### src/rtl/la_rstseq_pkg.sv
// Shared types and sizing helpers for the la_rstseq reset sequencer.
package la_rstseq_pkg;

    typedef enum logic [1:0] {
        RST   = 2'd0,
        COUNT = 2'd1,
        DONE  = 2'd2
    } state_t;

    // Bits needed to hold a count of 0..delay.
    function automatic int cnt_width(input int delay);
        return $clog2(delay + 1);
    endfunction

    // Bits for the release index; one spare bit keeps N=1 legal.
    function automatic int idx_width(input int n);
        return $clog2(n) + 1;
    endfunction

endpackage

### src/rtl/la_rstsync.sv
// Async-assert / sync-deassert reset synchroniser, SYNCSTAGES flops deep.
module la_rstsync #(
    parameter int SYNCSTAGES = 2
) (
    input  logic clk,
    input  logic nreset,
    output logic nrst_sync
);

    logic [SYNCSTAGES-1:0] sync_q;

    // Shift a constant 1 through the chain; nreset clears every stage at once.
    always_ff @(posedge clk or negedge nreset) begin
        if (!nreset) begin
            sync_q <= '0;
        end else begin
            sync_q <= {sync_q[SYNCSTAGES-2:0], 1'b1};
        end
    end

    assign nrst_sync = sync_q[SYNCSTAGES-1];

endmodule

### src/rtl/la_rstseq.sv
// Staged reset sequencer: releases N active-low reset nets one at a time,
// DELAY clk cycles apart, after a synchronised board-reset deassertion.
module la_rstseq
    import la_rstseq_pkg::*;
#(
    parameter int N          = 4,
    parameter int DELAY      = 16,
    parameter int SYNCSTAGES = 2,
    parameter     PROP       = "DEFAULT"
) (
    input  logic         clk,
    input  logic         nreset,
    input  logic         sw_nreset,
    input  logic         hold,
    output logic [N-1:0] nrst_out,
    output logic         done
);

    localparam int CW = cnt_width(DELAY);
    localparam int IW = idx_width(N);
    localparam logic [CW-1:0] CNT_LAST = CW'(DELAY - 1);
    localparam logic [IW-1:0] IDX_LAST = IW'(N - 1);

    // PROP selects implementation variants; only the default exists.
    if (PROP != "DEFAULT") begin : g_prop_custom
    end

    state_t          state;
    logic [CW-1:0]   cnt;
    logic [IW-1:0]   idx;
    logic            soft_wait;
    logic            nrst_sync;
    logic            advance;
    logic [N-1:0]    rel_mask;

    la_rstsync #(
        .SYNCSTAGES(SYNCSTAGES)
    ) u_sync (
        .clk       (clk),
        .nreset    (nreset),
        .nrst_sync (nrst_sync)
    );

    // A counting edge: COUNT without hold, or the edge that first sees the
    // synchroniser high (that edge already counts as the first tick).
    always_comb begin
        advance = 1'b0;
        if (state == COUNT && !hold) begin
            advance = 1'b1;
        end else if (state == RST && !soft_wait && nrst_sync) begin
            advance = 1'b1;
        end
    end

    // One-hot select of the output bit released at terminal count.
    always_comb begin
        rel_mask = '0;
        for (int unsigned i = 0; i < N; i++) begin
            rel_mask[i] = (idx == IW'(i));
        end
    end

    // Sequencer FSM with registered outputs; soft restart waits in RST
    // without touching the synchroniser and re-enters COUNT with counter=0.
    always_ff @(posedge clk or negedge nreset) begin
        if (!nreset) begin
            state     <= RST;
            cnt       <= '0;
            idx       <= '0;
            soft_wait <= 1'b0;
            nrst_out  <= '0;
            done      <= 1'b0;
        end else if (!sw_nreset) begin
            state     <= RST;
            cnt       <= '0;
            idx       <= '0;
            soft_wait <= 1'b1;
            nrst_out  <= '0;
            done      <= 1'b0;
        end else if (state == RST && soft_wait) begin
            state     <= COUNT;
            cnt       <= '0;
            soft_wait <= 1'b0;
        end else if (advance) begin
            if (cnt == CNT_LAST) begin
                nrst_out <= nrst_out | rel_mask;
                cnt      <= '0;
                if (idx == IDX_LAST) begin
                    state <= DONE;
                    done  <= 1'b1;
                end else begin
                    idx   <= idx + 1'b1;
                    state <= COUNT;
                end
            end else begin
                cnt   <= cnt + 1'b1;
                state <= COUNT;
            end
        end
    end

endmodule

### config.mk
export PLATFORM = sky130hd
export DESIGN_NAME = la_rstseq
export DESIGN_NICKNAME = d
export VERILOG_FILES = /design/src/rtl/la_rstseq_pkg.sv /design/src/rtl/la_rstsync.sv /design/src/rtl/la_rstseq.sv
export SDC_FILE = /design/constraint.sdc
export NUM_CORES = 1
export LEC_CHECK = 0
export CAP_MARGIN = 20
export CORE_UTILIZATION = 54
export DETAILED_ROUTE_END_ITERATION = 12
export PLACE_DENSITY = 0.76
export SLEW_MARGIN = 20
export SYNTH_ARGS = -nofsm -noshare
export SYNTH_HDL_FRONTEND = slang
export SYNTH_HIERARCHICAL = 1
export SYNTH_SLANG_ARGS = --single-unit
### constraint.sdc
create_clock -name clk -period 1.98 [get_ports clk]
set_clock_uncertainty 0.15 [all_clocks]
set_input_delay 0.495 -clock clk [delete_from_list [all_inputs] [get_ports clk]]
set_output_delay 0.495 -clock clk [all_outputs]
set_load 0.02 [all_outputs]
* Yosys cells after proc, flatten, opt, wreduce, memory -nomap -nowiden
Index checks and enable logic that the tools add are counted.
** Operators by class
- Add/sub/neg operators :: 2
- Equal/unequal tests :: 12
- Muxes and demuxes :: 27
- Bitwise logic cells :: 1
- Reduce and logical (&&, ||, !) cells :: 11
** Operators with widths (count)
- 5-bit 2-to-1 mux :: 4
- 4-bit 2-to-1 mux :: 4
- 3-bit 2-to-1 mux :: 5
- 2-bit 2-to-1 mux :: 5
- 1-bit 2-to-1 mux :: 9
- 2-bit by 1-bit inequality test with 1-bit output, second input constant :: 4
- 4-bit AND reduction :: 2
- 3-bit by 2-bit == test with 1-bit output, second input constant :: 2
- 5-bit by 1-bit adder with 5-bit output, second input constant :: 1
- 5-bit by 4-bit == test with 1-bit output, second input constant :: 1
- 1-bit logical AND :: 4
- 2-bit inequality test, second input constant :: 2
- 4-bit OR :: 1
- 3-bit by 1-bit adder with 3-bit output, second input constant :: 1
- 3-bit by 1-bit == test with 1-bit output, second input constant :: 1
- 3-bit logical NOT :: 1
- 3-bit by 1-bit inequality test with 1-bit output, second input constant :: 1
- 3-bit AND reduction :: 1
- 2-bit by 1-bit == test with 1-bit output, second input constant :: 1
- 1-bit logical NOT :: 2
- 2-bit logical NOT :: 1
** Word-level totals
- Flip-flop bits (word level) :: 18
- Input port bits :: 4
- Output and inout port bits :: 5
- Logic and storage cells :: 60

* Depth between registers and ports, before layout
- Depth after elaboration :: 8
- Gate-level depth with buffers :: 5
- Gate-level depth less buffers :: 5

* Modules after synthesis
Netlist, hierarchy kept.
** By module, submodules not included
- la_rstseq :: instances 1, cells an instance 86, area an instance 909.6 µm², seq. area each 400.4 µm²
- la_rstsync :: instances 1, cells an instance 3, area an instance 53.8 µm², seq. area each 50.0 µm²

* Worst setup path after synthesis
No wires, ideal clock.
- Path kind :: reg2reg
- Start :: register state[1]
- End :: register idx[0]
- Setup time :: 0.079 ns
- Arrival :: 1.582 ns
- Data required time :: 1.751 ns
- Slack :: 0.168 ns
- Cell stages (with the launch flop) :: 5
- Buffers on the path :: 1
- Period minus slack after synthesis :: 1.812 ns
- Cells stage by stage :: dfrtp_1 -> or4b_1 -> buf_6 -> a211oi_4 -> mux2i_1
** On the way
- Word-level cells in the longest chain between the ends :: 7
- Elaborated cells between the ends (all ways) :: 11
- Classes of those cells :: 3 x eq/ne; 2 x mux; 6 x reduce/logical
** RTL lines
- start, declared :: RTL line la_rstseq.sv:28 : state_t state;
- start signal, assigned :: RTL line la_rstseq.sv:67 : state <= RST;
- start signal, assigned :: RTL line la_rstseq.sv:74 : state <= RST;
- start signal, assigned :: RTL line la_rstseq.sv:81 : state <= COUNT;
- 2-bit logical NOT :: RTL line la_rstseq.sv:50, la_rstseq.sv:80
- 1-bit logical AND (2 in a row) :: RTL line la_rstseq.sv:50 : end else if (state == RST && !soft_wait && nrst_sync) begin
- 1-bit 2-to-1 mux :: RTL line la_rstseq.sv:50
- 1-bit 2-to-1 mux :: RTL line la_rstseq.sv:48 : if (state == COUNT && !hold) begin
- 2-bit by 1-bit inequality test with 1-bit output (no source line)
- 4-bit AND reduction (no source line) (*)
- end signal, assigned :: RTL line la_rstseq.sv:92 : idx <= idx + 1'b1;
- end, declared :: RTL line la_rstseq.sv:30 : logic [IW-1:0] idx;
Every way passes the cells marked *; elsewhere a longest branch is shown, timed or not.
A chain may end at the register's enable or synchronous reset.

* Worst setup path in the final report
- Start :: register nrst_out[2]
- End :: output nrst_out[2]
** RTL lines
- start, declared :: RTL line la_rstseq.sv:15 : output logic [N-1:0] nrst_out,
- start signal, assigned :: RTL line la_rstseq.sv:86 : nrst_out <= nrst_out | rel_mask;
No word-level cell between the ends.

==> flow_metrics.env <==
export IMPL_status="finished clean"
export IMPL_syn_inst=89
export IMPL_maxSlewViolCount=0
export IMPL_ys_seq_area_share_pct=46.8
export IMPL_synthMuxAreaShare_pct=3.12
export IMPL_path_cells="clkdlybuf4s50_1"
export IMPL_die_area_um2=1960
export IMPL_core_area_um2=1590
export IMPL_ctsHoldBuffers=0
export IMPL_port_buffer_count=8
export IMPL_finalSetupTns_ns=0
export IMPL_grt_antenna_before_repair=0
export IMPL_cts_root_buf="clkbuf_4"
export IMPL_cts_made_buffers=3
export IMPL_arrival_ns=1.29
export IMPL_fill_cells=125
export IMPL_synth_top_area_share_pct=46.8
export IMPL_area_delta_synth_final_pct=19.6
export IMPL_critical_path_required_ns=1.33
export IMPL_syn_area_um2=963
export IMPL_clkTransAtPathRegs_ns=0.11
export IMPL_synth_cell_type_count=34
export IMPL_crit_buf_inv=1
export IMPL_hp_start="u_sync/sync_q[0]$_DFF_PN0_"
export IMPL_synth_most_common_cell="dfrtp_1"
export IMPL_drc=0
export IMPL_ys_seq_elements=18
export IMPL_r2r_setup_slack_ns=0.14
export IMPL_cp_max_fo=2
export IMPL_drtAntennaViolNets=0
export IMPL_min_path_type="reg -> reg"
export IMPL_critical_path_class="reg -> out"
export IMPL_first_pass_iters=4
export IMPL_fin_nets=116
export IMPL_cts_tree="built"
export IMPL_clockBufferDepth=2
export IMPL_hpwl_mm=1.40
export IMPL_critPathTopFamily="buffers and inverters"
export IMPL_max_vdd_ir_drop_v=0.000572
export IMPL_finalHoldViolCount=0
export IMPL_power_leakage_nw=0.498
export IMPL_hold_path_cell_count=0
export IMPL_cts_num_sinks=18
export IMPL_maxCapViolCount=0
export IMPL_first_global_vias=747
export IMPL_synth_top_family_by_area="compound AO/OA/AOI/OAI gates"
export IMPL_grt_busiest_layer="met2"
export IMPL_r2r_end="idx[2]$_DFFE_PN0P_"
export IMPL_use_met2_pct=37.6
export IMPL_yosysTopAreaCell="dfrtp_1"
export IMPL_placed_area_um2=1120
export IMPL_synth_xor_area_share_pct=0.909
export IMPL_cp_end_kind="primary output"
export IMPL_synthAdderAreaFrac_pct=7.79
export IMPL_initial_utilization_pct=60.4
export IMPL_rsz0062_at_grt="no"
export IMPL_grt_pass1_wl_mm=3.28
export IMPL_antennaDiodeCount=0
export IMPL_overflow=0
export IMPL_dp_slack_ns=-0.333
export IMPL_hold_end="u_sync/sync_q[1]$_DFF_PN0_"
export IMPL_synth_edf_count=0
export IMPL_synth_simple_area_share_pct=12.2
export IMPL_grt_total_usage_pct=23.4
export IMPL_via_count=725
export IMPL_yosysWarnings=6
export IMPL_power_density_nw_per_um2=583
export IMPL_r2r_start="state[1]$_DFFE_PN0P_"
export IMPL_drt_iter0_markers=14
export IMPL_postSynthNetCount=99
export IMPL_synth_avg_cell_area_um2=10.8
export IMPL_synth_flop_cell="dfrtp_1"
export IMPL_io_pins=9
export IMPL_synthTopCellsByArea="dfrtp_1 (47%), ha_1 (7.8%), inv_1 (4.7%)"
export IMPL_num_rows=14
export IMPL_r2r_cells=4
export IMPL_final_setup_worst_slack_ns=0.0416
export IMPL_cpMaxStageDelayCell="clkdlybuf4s50_1"
export IMPL_met1_usage_pct=29.9
export IMPL_drive_gt1_share_pct=15.4
export IMPL_die_y_um=44.2
export IMPL_layout_min_cycle_time_ns=1.94
export IMPL_max_stage_delay_ns=0.63
export IMPL_setup_viol_count_final=0
export IMPL_dieWidth_um=44.2
export IMPL_detail_route_wl_per_cell_um=14.4
export IMPL_synth_compound_area_share_pct=21.8
export IMPL_final_area_um2=1150
export IMPL_timing_fmax_mhz=516
export IMPL_async_flop_share_pct=100
export IMPL_fin_crit_sh_pct=97.9
export IMPL_place_gp_congestion=0.779
export IMPL_synthTopCellsByCount="dfrtp_1 (18), inv_1 (12), nand2_1 (7)"
export IMPL_use_met3_pct=2.86
export IMPL_clock_latency_ns=0.30
export IMPL_via_per_inst=5.66
export IMPL_ctsHtreeMaxLevel=1
export IMPL_grt_max_degree=19
export IMPL_routed_wl_mm=1.84
export IMPL_critPathLaunchType="flip-flop"
export IMPL_fin_hold_ws_ns=0.232
[per-layer routing]
layer  share of wire (%)  wire length [um]
met1                  43               791
met2                  49               904
met3                 4.1                76
met4                 3.9                72
met5                   0                 0
[final cells by class]
| cell class | count | area (um^2) | area share (%) |
|---|---|---|---|
| clock buffers | 3 | 22.5 | 1.95 |
| repair buffers | 16 | 153 | 13.2 |
| multi-input cells | 55 | 452 | 39.2 |
| well taps | 24 | 30.0 | 2.61 |
| inverters | 12 | 45.0 | 3.91 |
| flip-flops and latches | 18 | 450 | 39.1 |
[report_power, final]
group	switching (mW)	internal (mW)
Sequential	0.00802	0.379
Combinational	0.0535	0.0453
Clock	0.115	0.0710
Total	0.177	0.495
[kinds of logic (layout without fill, tap and decap cells)]
group	Yosys count	after routing
AOI/OAI and AO/OA	24	24
other	1	1
DFF	18	18
and+or+nand+nor	20	20
muxes	3	3
xor gates and xnor gates	1	1
adders and majority gates	6	6
buffers and inverters	16	31
[placed cells by master (no fill, tap or decap), types with 2 or more instances in the layout]
master and count:
inv_1 12, o21a_1 6, a2111oi_1 2, o21ai_0 3, clkdlybuf4s50_1 8, nand2_1 7, dfrtp_1 18, buf_4 7
o32ai_1 2, ha_1 6, mux2i_1 3, clkbuf_4 3, nand2b_1 2, nand3_1 3
[repair_timing]
item / 4_1_cts / 5_1_grt
resized for setup: 1 / 1
buffers inserted: 0 / 0
pin swaps: 1 / 0
endpoints found under the setup margin: 2 / 7
[through the flow]
step           cells  util, %  power (mW)
4_1_cts          128     72.1       0.667
6_report         128     72.3       0.672
3_5_place_dp     125     70.5       0.489
5_1_grt          128     72.3       0.694
2_1_floorplan     89        -       0.448
3_3_place_gp     125     70.5       0.484
[how the worst max path moves through the flow]
| stage | start | end | cells past startpoint |
|---|---|---|---|
| floorplan | state[1]$_DFFE_PN0P_ | idx[0]$_DFFE_PN0P_ | 4 |
| global placement | hold | nrst_out[2]$_DFFE_PN0P_ | 4 |
| detailed placement | hold | idx[2]$_DFFE_PN0P_ | 4 |
| finish | nrst_out[2]$_DFFE_PN0P_ | nrst_out[2] | 1 |
| CTS | state[1]$_DFFE_PN0P_ | nrst_out[2]$_DFFE_PN0P_ | 3 |
| global route | hold | idx[1]$_DFFE_PN0P_ | 4 |
[flip-flops by register name, summed over array words and instances (netlist names)]
name and cells:
nrst_out 4, u_sync/sync_q 2, done 1, soft_wait 1, cnt 5, state 2, idx 3
No activity file was read; power rests on OpenSTA's default activity.
